--- src/rtl/ram_burst_controller.sv ---
// Clocked MAR-addressed RAM with burst reads/writes, MAR auto-increment/wrap
// and a configurable read pipeline latency behind a busy/valid handshake.
module ram_burst_controller #(
    parameter int SIZE         = 16,
    parameter int MAR_SIZE     = 8,
    parameter int READ_LATENCY = 1,
    parameter int BL_W         = 3
) (
    input  logic                clk,
    input  logic                rst,
    input  logic [MAR_SIZE-1:0] address,
    input  logic                set_address,
    input  logic                set,
    input  logic                enable,
    input  logic [BL_W-1:0]     burst_len,
    input  logic [SIZE-1:0]     data_in,
    input  logic                data_in_valid,
    output logic [SIZE-1:0]     data_out,
    output logic                data_out_valid,
    output logic                busy,
    output logic                err,
    output logic [MAR_SIZE-1:0] mar_out
);

    localparam int DEPTH = 2 ** MAR_SIZE;
    localparam int BW    = BL_W + 1;
    localparam int DCW   = (READ_LATENCY > 2) ? $clog2(READ_LATENCY) : 1;

    localparam logic [MAR_SIZE-1:0] MAR_ONE    = MAR_SIZE'(1'b1);
    localparam logic [BW-1:0]       BEATS_ONE  = BW'(1'b1);
    localparam logic [DCW-1:0]      DRAIN_ONE  = DCW'(1'b1);
    localparam logic [DCW-1:0]      DRAIN_INIT = DCW'((READ_LATENCY > 1) ? (READ_LATENCY - 2) : 0);

    typedef enum logic [1:0] {
        ST_IDLE  = 2'd0,
        ST_WRITE = 2'd1,
        ST_READ  = 2'd2,
        ST_DRAIN = 2'd3
    } state_t;

    state_t              state_q;
    logic [MAR_SIZE-1:0] mar_q;
    logic [MAR_SIZE-1:0] mar_d;
    logic [BW-1:0]       beats_q;
    logic [DCW-1:0]      drain_q;
    logic [SIZE-1:0]     data_out_q;
    logic                data_out_valid_q;
    logic                busy_q;
    logic                err_q;
    logic [SIZE-1:0]     mem_q [0:DEPTH-1];

    logic                issue_s;
    logic                wr_en_s;
    logic                last_beat_s;
    logic [BW-1:0]       beats_init_s;
    logic [MAR_SIZE-1:0] mar_inc_s;
    logic [SIZE-1:0]     rd_data_s;
    logic                out_vld_s;
    logic [SIZE-1:0]     out_data_s;

    assign issue_s      = (state_q == ST_READ);
    assign wr_en_s      = (state_q == ST_WRITE) && data_in_valid;
    assign last_beat_s  = (beats_q == BEATS_ONE);
    assign beats_init_s = {1'b0, burst_len} + BEATS_ONE;
    assign mar_inc_s    = mar_q + MAR_ONE;
    assign rd_data_s    = mem_q[mar_q];

    // Next MAR: load in IDLE, advance once per committed write or read issue.
    always_comb begin
        mar_d = mar_q;
        case (state_q)
            ST_IDLE: begin
                if (set_address) mar_d = address;
                else             mar_d = mar_q;
            end
            ST_WRITE: begin
                if (data_in_valid) mar_d = mar_inc_s;
                else               mar_d = mar_q;
            end
            ST_READ:  mar_d = mar_inc_s;
            ST_DRAIN: mar_d = mar_q;
            default:  mar_d = mar_q;
        endcase
    end

    // Control FSM with registered busy/err and burst bookkeeping.
    always_ff @(posedge clk or posedge rst) begin
        if (rst) begin
            state_q <= ST_IDLE;
            mar_q   <= '0;
            beats_q <= '0;
            drain_q <= '0;
            busy_q  <= 1'b0;
            err_q   <= 1'b0;
        end else begin
            mar_q <= mar_d;
            err_q <= 1'b0;
            case (state_q)
                ST_IDLE: begin
                    if (set && enable) begin
                        err_q <= 1'b1;
                    end else if (set) begin
                        beats_q <= beats_init_s;
                        state_q <= ST_WRITE;
                        busy_q  <= 1'b1;
                    end else if (enable) begin
                        beats_q <= beats_init_s;
                        state_q <= ST_READ;
                        busy_q  <= 1'b1;
                    end else begin
                        state_q <= ST_IDLE;
                    end
                end
                ST_WRITE: begin
                    if (data_in_valid) begin
                        beats_q <= beats_q - BEATS_ONE;
                        if (last_beat_s) begin
                            state_q <= ST_IDLE;
                            busy_q  <= 1'b0;
                        end
                    end
                end
                ST_READ: begin
                    beats_q <= beats_q - BEATS_ONE;
                    if (last_beat_s) begin
                        // With single-edge latency the last issue already presents its data.
                        if (READ_LATENCY == 1) begin
                            state_q <= ST_IDLE;
                            busy_q  <= 1'b0;
                        end else begin
                            state_q <= ST_DRAIN;
                            drain_q <= DRAIN_INIT;
                        end
                    end
                end
                ST_DRAIN: begin
                    if (drain_q == '0) begin
                        state_q <= ST_IDLE;
                        busy_q  <= 1'b0;
                    end else begin
                        drain_q <= drain_q - DRAIN_ONE;
                    end
                end
                default: begin
                    state_q <= ST_IDLE;
                    busy_q  <= 1'b0;
                end
            endcase
        end
    end

    // Memory array write port; contents survive reset.
    always_ff @(posedge clk) begin
        if (wr_en_s) mem_q[mar_q] <= data_in;
    end

    generate
        if (READ_LATENCY <= 1) begin : g_lat1
            assign out_vld_s  = issue_s;
            assign out_data_s = rd_data_s;
        end else begin : g_latn
            logic [READ_LATENCY-2:0] pv_q;
            logic [SIZE-1:0]         pd_q [0:READ_LATENCY-2];

            // Read pipeline: stage 0 captures at the issue edge, the final stage feeds data_out.
            always_ff @(posedge clk or posedge rst) begin
                if (rst) begin
                    pv_q <= '0;
                    for (int i = 0; i < READ_LATENCY - 1; i++) pd_q[i] <= '0;
                end else begin
                    pv_q[0] <= issue_s;
                    pd_q[0] <= rd_data_s;
                    for (int i = 1; i < READ_LATENCY - 1; i++) begin
                        pv_q[i] <= pv_q[i-1];
                        pd_q[i] <= pd_q[i-1];
                    end
                end
            end

            assign out_vld_s  = pv_q[READ_LATENCY-2];
            assign out_data_s = pd_q[READ_LATENCY-2];
        end
    endgenerate

    // Output data register holds its last value between valid beats.
    always_ff @(posedge clk or posedge rst) begin
        if (rst) begin
            data_out_q       <= '0;
            data_out_valid_q <= 1'b0;
        end else begin
            data_out_valid_q <= out_vld_s;
            if (out_vld_s) data_out_q <= out_data_s;
        end
    end

    assign data_out       = data_out_q;
    assign data_out_valid = data_out_valid_q;
    assign busy           = busy_q;
    assign err            = err_q;
    assign mar_out        = mar_q;

endmodule

--- config.mk ---
export PLATFORM = sky130hd
export DESIGN_NAME = ram_burst_controller
export DESIGN_NICKNAME = d
export VERILOG_FILES = /design/src/rtl/ram_burst_controller.sv
export SDC_FILE = /design/constraint.sdc
export NUM_CORES = 2
export LEC_CHECK = 0
export CAP_MARGIN = 20
export CORE_MARGIN = 2
export CORE_UTILIZATION = 40
export CTS_CLUSTER_DIAMETER = 200
export DETAILED_ROUTE_END_ITERATION = 7
export PLACE_DENSITY_LB_ADDON = 0.25
export REMOVE_ABC_BUFFERS = 1
export SYNTH_ARGS = -nofsm -noshare
export SYNTH_HDL_FRONTEND = slang
export SYNTH_SLANG_ARGS = --single-unit
--- constraint.sdc ---
create_clock -name clk -period 4 [get_ports clk]
set_clock_uncertainty 0.2 [all_clocks]
set_input_delay 0.8 -clock clk [delete_from_list [all_inputs] [get_ports clk]]
set_output_delay 0.8 -clock clk [all_outputs]
set_load 0.01 [all_outputs]
==> metrics.log <==
[metrics] clock buffer depth: 4
[metrics] fraction of registers with async set or reset after synthesis: 0.799%
[metrics] WL final: 444000 um
[metrics] Seq pwr share: 38.9%
[metrics] internal power: 85.7 mW
[metrics] routed wire length per instance: 32.8 um
[metrics] number of vias in the routed layout: 79100
[metrics] Slew HR: -0.430%
[metrics] Final Cycle Share: 98.6%
[metrics] sequential area share after synthesis: 77.9%
[metrics] biggest area contributors in the synthesized netlist: sky130_fd_sc_hd__edfxtp_1 77%, sky130_fd_sc_hd__mux4_2 14%, sky130_fd_sc_hd__mux2i_1 2.0%, sky130_fd_sc_hd__nor2_1 0.74%, sky130_fd_sc_hd__a22oi_1 0.57%
[metrics] Max-cap violations: 0
[metrics] RSZ-0062 raised after global routing: no
[metrics] number of global-route vias before repair: 79200
[metrics] number of warnings issued by yosys: 0
[metrics] synthesis-stage register bit count: 4129
[metrics] aggregate global-route resource usage: 22.0%
[metrics] switching power of the nets: 38.8 mW
[metrics] layout net count: 7986
[metrics] final-layout fill cell count: 32500
[metrics] die height: 635 um
[metrics] # rows: 231
[metrics] clock share of power: 30.7%
[metrics] WP data arrival: 2.94 ns
[metrics] maximum level of the CTS H-tree: 5
[metrics] minimum clock period: 3.94 ns
[metrics] clock latency of the later-clocked register in the worst-skew pair: 1.01 ns
[metrics] Setup crit end kind: output pin
[metrics] run status: finished, violations left
[metrics] non-filler cells, final: 13500
[metrics] maximum number of pins on one net before global-route repair: 153
[metrics] CORE AREA: 396000 sq um
[metrics] number of placed I/O pins: 60
[metrics] first-pass iteration count of the detailed router: 8
[metrics] Final Total Pwr: 125 mW
[metrics] highest attainable clock frequency: 254 MHz
[metrics] number of distinct library cells after synthesis: 58
[metrics] ratio of total power to cell area: 671 nW/um^2
[metrics] clk root buf: sky130_fd_sc_hd__clkbuf_16
[metrics] fraction of power consumed by combinational cells: 30.5%
[metrics] die area: 403000 sq um
[metrics] starting utilization of the core area: 40.2%
[metrics] Iteration-0 DRC Markers: 10500
[metrics] Final GP Congestion: 0.839
[metrics] placed wire-length estimate after detailed placement: 275000 um
[metrics] antenna violations before repair: 23
[metrics] critical path class: flop to output pin
[metrics] DRT antenna net count: 1
[metrics] Post-synth EDFFs: 4096
[metrics] pre-CTS WS: -0.297 ns
[metrics] Hold Crit Class: input port to flop
[metrics] actual transition at the worst max-transition pin: 1.51 ns
[metrics] commonest cells in the netlist: 4096 x sky130_fd_sc_hd__edfxtp_1, 1023 x sky130_fd_sc_hd__mux4_2, 317 x sky130_fd_sc_hd__mux2i_1, 315 x sky130_fd_sc_hd__nor2_1, 182 x sky130_fd_sc_hd__clkbuf_1
[metrics] post-synthesis cell area: 159000 sq um
[metrics] fin worst setup slack: 0.0574 ns
[metrics] failing checks: antenna violations, max-slew violations
[metrics] overall overflow remaining after global route: 0
[metrics] switching portion of total power: 31.2%
[metrics] Port Buffer Count: 59
[metrics] clock tree from TritonCTS: built
[metrics] leakage power summed over all cells: 59.1 nW
[metrics] utilization after layout: 46.9%
[metrics] number of setup violations in the final report: 0
[metrics] most used standard cell by instance count after synthesis: sky130_fd_sc_hd__edfxtp_1
[metrics] ratio of cells with drive above 1 in the final layout: 30.7%
[metrics] Worst Path Required: 3.00 ns
[metrics] Setup crit start kind: flop
[metrics] clock buffer count from CTS: 420
[metrics] number of design rule violations left after detail routing: 0
[metrics] number of sinks driven by the clock tree: 4129
[metrics] Post-synth top flop: sky130_fd_sc_hd__edfxtp_1
[metrics] layout-stage area growth over the synthesis result: 16.7%
[metrics] final hold vios: 0
[metrics] Die X: 635 um
[metrics] final count of pins violating max slew: 14
[metrics] highest ir drop seen on vdd: 0.447 mV
[metrics] wire length of the first global-routing pass: 624000 um
[metrics] Clock Pin Slew Worst Setup and Hold Paths: 0.07 ns
[metrics] via count normalized by instance count: 5.84
[metrics] count of placed standard cells including taps: 12800
[metrics] number of standard cells after synthesis: 7101
[metrics] area share of the leading cell type in the synthesized netlist: 77.3%
[metrics] Syn Area/Cell: 22.4 sq um
[metrics] biggest area consumer among synthesized cells: sky130_fd_sc_hd__edfxtp_1
[metrics] maximum fanout encountered on the critical timing path: 17
[through the flow]
step | area (sq um) | setup TNS, ns | hold WS, ns
detailed placement | 172000 | -0.669 | 0.285
floorplan | 157000 | - | 0.299
global route | 186000 | 0 | 0.126
global placement | 172000 | -0.714 | 0.277
finish | 186000 | 0 | 0.132
CTS | 186000 | 0 | 0.0807
[flip-flops by register name, indices dropped and copies added (netlist names)]
register,flops
beats_q,4
busy,1
data_out,16
data_out_valid,1
err,1
mar_out,8
mem_q,4096
state_q,2
[critical path: stages, from the launching register on]
cell                              delay [ns]
sky130_fd_sc_hd__dfrtp_4                0.72
sky130_fd_sc_hd__buf_4                  0.43
sky130_fd_sc_hd__clkdlybuf4s50_1        0.75
[power groups by stage]
| stage | Combinational, mW | Sequential (mW) | Clock, mW |
|---|---|---|---|
| after global placement | 37.5 | 49.4 | 0 |
| final | 37.9 | 48.4 | 38.2 |
| after global routing | 39.6 | 48.4 | 40.4 |
| after detailed placement | 37.6 | 49.4 | 0 |
| after floorplan | 11.5 | 49.9 | 0 |
| after CTS | 38.1 | 48.4 | 38.9 |
[final timing paths]
| kind | start | cells after the start | slack, ns | to |
|---|---|---|---|---|
| setup / recovery | mar_out[4] | 2 | 0.06 | mar_out[4] |
| hold / removal | data_in[5] | 1 | 0.13 | mem_q[165][5] |
| setup reg to reg | mar_out[3] | 11 | 0.09 | data_out[6] |
| hold reg to reg | busy | 1 | 0.29 | busy |
| max in group asynchronous | rst | 4 | 2.11 | mar_out[0] |
| min in group asynchronous | rst | 3 | 0.55 | data_out_valid |
[metal layers]
metal | share of wire [%] | wire length [um] | track usage, %
met5 | 0.0070 | 31 | 0
met4 | 3.5 | 15800 | 7.12
met2 | 47 | 208000 | 34.6
met1 | 41 | 181000 | 31.1
met3 | 8.8 | 39300 | 4.11
[cell type report]
cell class                      instances  area (sq um)  area share (%)
Antenna cell                           16          40.0          0.0216
Sequential cell                      4129        124000            66.7
Multi-Input combinational cell       2536         33400            18.0
Timing Repair Buffer                  841          8420            4.53
Clock inverter                        240          2240            1.20
Inverter                               14          57.6          0.0310
Clock buffer                          526         11100            5.96
Tap cell                             5242          6560            3.53
[layout by cell type, fill, tap and decap left out, types with 58 or more instances in the layout]
cell                        netlist  routed
sky130_fd_sc_hd__a21oi_1         93      93
sky130_fd_sc_hd__a221oi_1        60      58
sky130_fd_sc_hd__a22oi_1        121     120
sky130_fd_sc_hd__buf_12           0     148
sky130_fd_sc_hd__buf_4           61     628
sky130_fd_sc_hd__clkbuf_1       182      95
sky130_fd_sc_hd__clkbuf_16        0     424
sky130_fd_sc_hd__clkinv_1         0      96
sky130_fd_sc_hd__clkinv_2         0      76
sky130_fd_sc_hd__edfxtp_1      4096    4096
sky130_fd_sc_hd__mux2i_1        317     316
sky130_fd_sc_hd__mux4_2        1023    1023
sky130_fd_sc_hd__nand2_1        103      88
sky130_fd_sc_hd__nand3_1         67      67
sky130_fd_sc_hd__nor2_1         315     255
sky130_fd_sc_hd__nor2_2           0      58
sky130_fd_sc_hd__o21ai_0         93      92
[kinds of logic after synthesis]
logic type	Yosys count	share of synthesized area, %
multiplexers	1380	16.8
flip-flops	4129	77.9
AND/OR/NAND/NOR	618	1.71
XOR/XNOR	2	0.0110
AO/OA/AOI/OAI	525	2.26
buffers and inverters	436	1.30
adder cells (fa/ha/maj)	11	0.0866
[repair_timing]
action                                 in CTS  in global routing
resized for setup                           6                  5
pin swaps                                   1                  0
setup buffers                              10                  0
setup endpoints to repair                   7                  3
hold buffers                                2                  0
endpoints found under the hold margin      23                  0
Note: power is estimated with default switching activity, not from simulation.
